File: config.mk
export PLATFORM = sky130hd
export DESIGN_NAME = seq_mult_signed
export DESIGN_NICKNAME = d
export VERILOG_FILES = /design/src/rtl/mult_pkg.sv /design/src/rtl/mult_row_addsub.sv /design/src/rtl/seq_mult_signed.sv
export SDC_FILE = /design/constraint.sdc
export NUM_CORES = 1
export LEC_CHECK = 0
export BUFFER_PORTS_ARGS = -buffer_cell sky130_fd_sc_hd__buf_2
export CORE_UTILIZATION = 35
export CTS_CLUSTER_SIZE = 8
export DETAILED_ROUTE_END_ITERATION = 16
export HOLD_SLACK_MARGIN = 0.1
export PLACE_DENSITY_LB_ADDON = 0.05
export SLEW_MARGIN = 10
export SYNTH_ARGS = -nofsm -noshare
export SYNTH_HDL_FRONTEND = slang
export SYNTH_SLANG_ARGS = --single-unit
File: constraint.sdc
create_clock -name clk -period 2.98 [get_ports clk]
set_input_delay 0.298 -clock clk [delete_from_list [all_inputs] [get_ports clk]]
set_output_delay 0.298 -clock clk [all_outputs]
set_load 0.05 [all_outputs]
File: src/rtl/mult_pkg.sv
// -----------------------------------------------------------------------------
// mult_pkg
// Shared definitions for the iterative multiplier:
//   state_t    - FSM state encoding (ST_IDLE, ST_RUN)
//   cnt_width  - width of the iteration counter for a given operand width
// -----------------------------------------------------------------------------
package mult_pkg;

    typedef enum logic {
        ST_IDLE = 1'b0,
        ST_RUN  = 1'b1
    } state_t;

    // Counter holds 0..width-1, so ceil(log2(width)) bits suffice.
    function automatic int cnt_width(input int width);
        return (width <= 2) ? 1 : $clog2(width);
    endfunction

endpackage

File: src/rtl/mult_row_addsub.sv
// -----------------------------------------------------------------------------
// mult_row_addsub
// One row of the multiplier: gates the multiplicand with the current
// multiplier bit, then adds it to (or subtracts it from) the accumulator.
// Ports:
//   acc          in   WIDTH+1  running partial sum
//   mcand        in   WIDTH+1  extended multiplicand
//   sel          in   1        current multiplier bit (gates mcand)
//   sub          in   1        1: acc - pp, 0: acc + pp
//   signed_mode  in   1        selects which bit is shifted into acc's MSB
//   sum          out  WIDTH+1  acc +/- pp
//   fill         out  1        sign of sum (signed) or carry-out (unsigned)
// -----------------------------------------------------------------------------
module mult_row_addsub #(
    parameter int WIDTH = 16
) (
    input  logic [WIDTH:0] acc,
    input  logic [WIDTH:0] mcand,
    input  logic           sel,
    input  logic           sub,
    input  logic           signed_mode,
    output logic [WIDTH:0] sum,
    output logic           fill
);

    logic [WIDTH:0]   pp;
    logic [WIDTH:0]   opnd;
    logic [WIDTH+1:0] total;

    always_comb begin
        pp    = sel ? mcand : '0;
        // Two's complement subtraction: invert and add one via the carry-in.
        opnd  = sub ? ~pp : pp;
        total = {1'b0, acc} + {1'b0, opnd} + {{(WIDTH + 1){1'b0}}, sub};
        sum   = total[WIDTH:0];
        fill  = signed_mode ? total[WIDTH] : total[WIDTH+1];
    end

endmodule

File: src/rtl/seq_mult_signed.sv
// -----------------------------------------------------------------------------
// seq_mult_signed
// Iterative shift-add multiplier, one multiplier bit per clock, for signed
// (two's complement) or unsigned operands. In signed mode the last partial
// product is subtracted because b's sign bit carries negative weight.
// Ports:
//   clk          in   1        rising-edge clock
//   rst          in   1        asynchronous, active-high reset
//   start        in   1        request; sampled only while idle
//   signed_mode  in   1        1: signed operands; sampled with start
//   a            in   WIDTH    multiplicand; sampled with start
//   b            in   WIDTH    multiplier; sampled with start
//   busy         out  1        operation in progress
//   done         out  1        one-cycle pulse when product is updated
//   product      out  2*WIDTH  result, held until the next op completes
// -----------------------------------------------------------------------------
module seq_mult_signed
    import mult_pkg::*;
#(
    parameter int WIDTH = 16
) (
    input  logic                 clk,
    input  logic                 rst,
    input  logic                 start,
    input  logic                 signed_mode,
    input  logic [WIDTH-1:0]     a,
    input  logic [WIDTH-1:0]     b,
    output logic                 busy,
    output logic                 done,
    output logic [2*WIDTH-1:0]   product
);

    localparam int            CW   = cnt_width(WIDTH);
    localparam logic [CW-1:0] LAST = CW'(WIDTH - 1);

    state_t          state;
    state_t          state_nx;
    logic [CW-1:0]   count;
    logic [WIDTH:0]  acc;
    logic [WIDTH:0]  ext;
    logic [WIDTH-1:0] mq;
    logic            sm_q;

    logic            accept;
    logic            last;
    logic [WIDTH:0]  sum;
    logic            fill;

    assign accept = (state == ST_IDLE) && start;
    assign last   = (count == LAST);

    mult_row_addsub #(.WIDTH(WIDTH)) u_row (
        .acc         (acc),
        .mcand       (ext),
        .sel         (mq[0]),
        .sub         (sm_q & last),
        .signed_mode (sm_q),
        .sum         (sum),
        .fill        (fill)
    );

    // State register.
    always_ff @(posedge clk or posedge rst) begin
        if (rst) begin
            state <= ST_IDLE;
        end else begin
            state <= state_nx;
        end
    end

    // Next-state logic.
    always_comb begin
        // NOTE: default assignment first so every path drives state_nx and no latch is inferred.
        state_nx = state;
        case (state)
            ST_IDLE: if (start) state_nx = ST_RUN;
            ST_RUN:  if (last)  state_nx = ST_IDLE;
            default: state_nx = ST_IDLE;
        endcase
    end

    // Output logic.
    always_comb begin
        busy = (state == ST_RUN);
    end

    // Datapath: operand latch, accumulator/multiplier shift register, counter.
    always_ff @(posedge clk or posedge rst) begin
        if (rst) begin
            // NOTE: the datapath registers are reset too; an aborted op must leave no stale partial sum.
            acc   <= '0;
            mq    <= '0;
            ext   <= '0;
            sm_q  <= 1'b0;
            count <= '0;
        end else if (accept) begin
            acc   <= '0;
            mq    <= b;
            ext   <= signed_mode ? {a[WIDTH-1], a} : {1'b0, a};
            sm_q  <= signed_mode;
            count <= '0;
        end else if (state == ST_RUN) begin
            // NOTE: non-blocking so acc and mq both shift from their pre-edge values.
            {acc, mq} <= {fill, sum, mq[WIDTH-1:1]};
            count     <= count + CW'(1);
        end
    end

    // Result register: loaded from the final shifted value on the last iteration.
    always_ff @(posedge clk or posedge rst) begin
        if (rst) begin
            done    <= 1'b0;
            product <= '0;
        end else begin
            done <= 1'b0;
            if (state == ST_RUN && last) begin
                done    <= 1'b1;
                product <= {sum, mq[WIDTH-1:1]};
            end
        end
    end

endmodule

# Yosys cells after proc, flatten, opt, wreduce, memory -nomap -nowiden
# Index checks and enable logic that the tools add are counted.
dict set report totals {
  ff_bits 89
  in_bits 36
  out_inout_bits 34
  elab_cells 32
}
dict set report op_classes {
  n_addsub 3
  n_eq_ne 1
  muxes 14
  bitwise_logic 3
  reduce_logical 3
}
# cell count
set op_table {}
lappend op_table {{17-bit 2-to-1 mux} 5}
lappend op_table {{16-bit 2-to-1 mux} 2}
lappend op_table {{17-bit by 17-bit adder with 18-bit output} 1}
lappend op_table {{18-bit by 1-bit adder with 18-bit output} 1}
lappend op_table {{17-bit inverter} 1}
lappend op_table {{4-bit 2-to-1 mux} 2}
lappend op_table {{4-bit by 1-bit adder with 4-bit output, second input constant} 1}
lappend op_table {{4-bit equality test, second input constant} 1}
lappend op_table {{1-bit 2-to-1 mux} 4}
lappend op_table {{1-bit logical AND} 2}
lappend op_table {{1-bit one-hot mux with 2 select lines} 1}
lappend op_table {{2-bit nonzero test} 1}
lappend op_table {{1-bit AND} 1}
lappend op_table {{1-bit inverter} 1}

# Logic depth before layout (Yosys ltp)
dict set report depth {
  ltp_word 8
  ltp_mapped 12
  ltp_nobuf 11
}

# By module
# Synthesis repeated with hierarchy kept, for this count alone.
dict set report hier_totals {
  hier_cells 462
  area_unflattened_um2 4644.5
}
# mod instances cells_per_inst area_per_inst_um2 seq_area_each_um2
set by_module_without_submodules {}
lappend by_module_without_submodules {seq_mult_signed 1 303 3520.9 2227.1}
lappend by_module_without_submodules {mult_row_addsub 1 159 1123.6 0.0}

# Worst setup path after synthesis
# OpenSTA, ideal clock, no wires.
dict set report synth_timing {
  path_kind {register to register}
  start {reg count[0]}
  end {reg acc[14]}
  setup_ns 0.069
  arrival_ns 3.225
  t_required_ns 2.911
  setup_slack_ns -0.314
  stages_incl_launch_ff 13
  n_path_buf 2
  period_less_slack_ns 3.294
  cell_sequence {dfrtp_1 > ha_1 > nand4_4 > buf_1 > xor2_1 > ha_1 > and3_1 > a221o_1 > a21o_1 > and2_4 > buf_6 > or4_1 > nand3_1}
}
dict set report synth_between {
  elab_chain_len 7
}
# item line
set synth_rtl {}
lappend synth_rtl {{start, declared} seq_mult_signed.sv:38} ;# logic [CW-1:0] count;
lappend synth_rtl {{start signal, assigned} seq_mult_signed.sv:105} ;# count <= count + CW'(1);
lappend synth_rtl {{4-bit equality test *} seq_mult_signed.sv:50} ;# assign last = (count == LAST);
lappend synth_rtl {{1-bit AND *} seq_mult_signed.sv:56} ;# .sub (sm_q & last),
lappend synth_rtl {{17-bit 2-to-1 mux} mult_row_addsub.sv:33} ;# opnd = sub ? ~pp : pp;
lappend synth_rtl {{17-bit by 17-bit adder with 18-bit output} mult_row_addsub.sv:34} ;# total = {1'b0, acc} + {1'b0, opnd} + {{(WIDTH + 1){1'b0}}, sub};
lappend synth_rtl {{18-bit by 1-bit adder with 18-bit output *} mult_row_addsub.sv:34}
lappend synth_rtl {{17-bit 2-to-1 mux *} seq_mult_signed.sv:102} ;# end else if (state == ST_RUN) begin
lappend synth_rtl {{17-bit 2-to-1 mux *} seq_mult_signed.sv:96} ;# end else if (accept) begin
lappend synth_rtl {{end signal, assigned} seq_mult_signed.sv:104} ;# {acc, mq} <= {fill, sum, mq[WIDTH-1:1]};
lappend synth_rtl {{end, declared} seq_mult_signed.sv:39} ;# logic [WIDTH:0] acc;
# Mark *: on every way between the ends. The rest lies on a longest branch, timed or not. The select of a mux whose other input is x is not followed.
# A chain may end at the register's enable or synchronous reset.

# Worst setup path in the final report
dict set report layout_timing {
  start {reg count[0]}
  end {reg product[30]}
}
dict set report layout_between {
  elab_chain_len 5
  elab_cells_between_ends 6
}
# item line
set layout_rtl {}
lappend layout_rtl {{4-bit equality test *} seq_mult_signed.sv:50}
lappend layout_rtl {{1-bit AND} seq_mult_signed.sv:56}
lappend layout_rtl {{17-bit 2-to-1 mux} mult_row_addsub.sv:33}
lappend layout_rtl {{17-bit by 17-bit adder with 18-bit output} mult_row_addsub.sv:34}
lappend layout_rtl {{18-bit by 1-bit adder with 18-bit output} mult_row_addsub.sv:34}
lappend layout_rtl {{end signal, assigned} seq_mult_signed.sv:118} ;# product <= {sum, mq[WIDTH-1:1]};
lappend layout_rtl {{end, declared} seq_mult_signed.sv:30} ;# output logic [2*WIDTH-1:0] product
# Mark *: on every way between the ends. The rest lies on a longest branch, timed or not.

==> impl_metrics.py <==
metrics = {
    "logic_synthesis": {
        "seq_area_frac_synth_pct": 48.1,
        "syn_inst": 484,
        "synth_warnings": 0,
        "synth_edf_count": 0,
        "synth_top_area_share_pct": 48.1,
        "async_flop_share_pct": 100,
        "synth_flop_cell": "dfrtp_1",
        "yosys.cell_types.count": 53,
        "netlist_area_um2": 4630,
        "ys_ff_latch": 89,
        "synth_nets": 538,
        "synth_top_area_cell": "dfrtp_1",
        "synthTopCellsByArea": "dfrtp_1 48%, nand2_1 9.5%, o21ai_0 5.0%",
        "avgSynthCellArea_um2": 9.56,
    },
    "sta": {
        "relSlewSlack_pct": 51.2,
        "fmax_ghz": 0.347,
        "rsz0062_at_grt": "yes",
        "fin_crit_ps": 2880,
        "clock_skew_ps": 8.23,
        "worst_slew_pin_slew_ps": 732,
        "finalMaxSlewViolations": 0,
        "finalHoldViolCount": 0,
        "finalSetupTns_ps": 0,
        "post-route-period-util_pct": 96.8,
        "finalSetupViolCount": 0,
    },
    "worst_setup_path": {
        "path_class": "reg -> reg",
        "startpoint": "count[0]",
        "end_kind": "register",
        "r2r_start": "count[0]",
        "crit_fanout": 7,
        "reg2reg_slack_ps": 100,
        "worstReg2RegEnd": "product[30]",
        "cp-endpoint": "product[30]",
        "worstPathArrival_ps": 3160,
        "rr_worst_depth": 11,
        "startpoint_type": "register",
        "required_ps": 3250,
    },
    "route": {
        "avgRoutedWirePerCell_um": 15.2,
        "initialDrtViolationCount": 217,
        "postRouteAntennaNets": 0,
        "via_per_inst": 4.91,
        "vias": 3731,
        "drtPass1Iterations": 6,
        "drt-total-wl_um": 11600,
        "drc": 0,
    },
    "global_routing": {
        "grt_start_max_net_pins": 50,
        "grt_first_pass_wirelength_um": 18900,
        "antenna_found_initial": 0,
        "grt-ovfl-total": 0,
        "grt_pass1_vias": 3590,
        "grt_use_total_pct": 18.4,
    },
    "floorplanning": {
        "die_w_um": 117,
        "start_util_pct": 36.2,
        "ioPinCount": 70,
        "dieArea_um2": 13700,
        "rows": 41,
        "die_h_um": 117,
        "core_area_um2": 12800,
    },
    "placed_design": {
        "gp_congestion": 0.838,
        "hpwl_um": 8300,
        "io_buffers": 69,
        "placed_cells": 737,
    },
    "clock_tree": {
        "clk_latency_ps": 340,
        "cts-root-buf": "clkbuf_16",
        "clock_sinks": 89,
        "cts_buffer_depth": 2,
        "cts_tree": "yes",
        "clkTransAtPathRegs_ps": 60,
        "htreeDepth": 3,
        "numCtsBuffers": 9,
    },
    "run_status": {
        "status": "finished clean",
    },
    "layout": {
        "nets": 638,
        "multi_input_area_um2": 2340,
        "fill_cells": 1245,
        "drive_gt1_share_pct": 27.7,
        "seq_area_um2": 2230,
        "syn_to_final_growth_pct": 25.6,
        "fin_cells": 760,
        "diodes": 0,
    },
    "job": {
        "maxCapViolations": 0,
    },
    "power": {
        "power_density_nw_per_um2": 1270,
        "ir_drop_mv": 0.480,
        "leakagePower_nw": 2.76,
    },
    "min_path": {
        "holdPathStages": 2,
        "hold_path.class": "in -> reg",
    },
}
## kinds of logic (layout without fill, tap and decap cells)
family                     count (synthesis)  count (layout)  share of synthesized area (%)
adders and majority gates                 18              18                           5.03
buffers and inverters                     38             141                           3.24
AOI/OAI and AO/OA                        113             113                           15.5
muxes                                     32              32                           7.38
and+or+nand+nor                          171             172                           16.3
xor gates and xnor gates                  23              23                           4.35
DFF                                       89              89                           48.1
## routing by layer
layer | part of all wire, % | vias up | global-route usage, %
li1 | - | 1886 | -
met1 | 53 | 1760 | 28.0
met2 | 41 | 74 | 26.0
met3 | 4.5 | 11 | 3.09
met4 | 1.4 | 0 | 6.58
met5 | 0 | - | 0
## layout by cell type, fill, tap and decap left out, types with 3 or more instances in the layout
master      instances
nand3_1            13
mux2i_1            15
clkinvlp_4          3
and3_1              3
o21ai_1             3
xor2_2              4
a211oi_1            5
clkbuf_16           9
o31ai_1             6
a21oi_1            16
o21ai_0            44
a21o_1              4
buf_2              69
ha_1               15
inv_1              10
o311ai_0            3
xor2_1             16
nor3_1              3
buf_4              43
nand2_1           117
xnor2_1             3
dfrtp_1            89
mux2_2             17
o21a_1              3
a211o_1             4
nor2b_1             3
a31oi_1             4
nor2_1             11
nand4_1             5
a21boi_0            3
## state kept, by name, indices dropped and copies added, names as in the netlist
| register | flops |
|---|---|
| busy | 1 |
| acc | 17 |
| sm_q | 1 |
| ext | 17 |
| product | 32 |
| mq | 16 |
| done | 1 |
| count | 4 |
## Yosys cell counts, drive strengths merged (3+ instances only)
| library cell | instances |
|---|---|
| o21a | 3 |
| mux2i | 15 |
| nor2 | 11 |
| nor2b | 4 |
| and3 | 3 |
| ha | 17 |
| nand3 | 13 |
| xnor2 | 3 |
| o21ai | 47 |
| dfrtp | 89 |
| a21oi | 16 |
| nand2 | 117 |
| nand4 | 6 |
| o311ai | 3 |
| clkbuf | 21 |
| a211o | 4 |
| buf | 5 |
| nor3 | 4 |
| a21o | 5 |
| a21boi | 4 |
| o31ai | 6 |
| a31oi | 5 |
| xor2 | 20 |
| inv | 11 |
| mux2 | 17 |
| a211oi | 6 |
## per-stage QoR
stage / power [mW] / hold WS [ps] / utilization [%] / instance area (µm²) / setup slack (ps)
after floorplan: 4.96 / 436 / - / 4650 / 18.4
after detailed placement: 6.16 / 359 / 42.1 / 5380 / -19.4
final: 7.37 / 190 / 45.5 / 5810 / 95.4
after global placement: 6.11 / 365 / 42.1 / 5380 / 43.6
after global routing: 7.99 / 184 / 45.5 / 5810 / -25.2
after CTS: 7.33 / 176 / 44.7 / 5710 / 57.7
## final cells by class
class                      count  area share, %
timing repair buffer         114           11.9
inverter                      12          0.797
tap                          172           3.70
clock inverter                 5          0.991
multi-input combinational    358           40.4
sequential                    89           38.3
clock buffer                  10           3.94
## power by group
group          switching (mW)  leakage [nW]  internal (mW)
logic                    2.44          1.53           1.55
clock network           0.475         0.131          0.644
registers               0.438          1.10           1.81
## worst max-delay path, cell delays in order (launching register included)
cell	delay [ps]
dfrtp_1	390
ha_4	200
nand4_4	160
buf_6	180
xor2_2	170
ha_1	310
a21o_1	170
a221o_1	320
a21o_1	170
and2_4	160
or4_1	490
nand3_1	100
## worst min path at each step
stage          slack [ps]   from         end
2_1_floorplan         440  a[15]     ext[16]
3_3_place_gp          360    rst  product[4]
3_5_place_dp          360    rst  product[4]
4_1_cts               180   a[2]      ext[2]
5_1_grt               180  a[14]     ext[14]
6_report              190  a[14]     ext[14]
## what timing repair did
| item | 4_1_cts | 5_1_grt |
|---|---|---|
| endpoints found under the setup margin | 3 | 16 |
| hold buffers | 1 | 0 |
| gates cloned | 1 | 0 |
| hold endpoints to repair | 29 | 0 |
| pin swaps | 0 | 8 |
| resized for setup | 0 | 15 |
| setup buffers | 2 | 4 |
(Power assumes the default switching activity.)
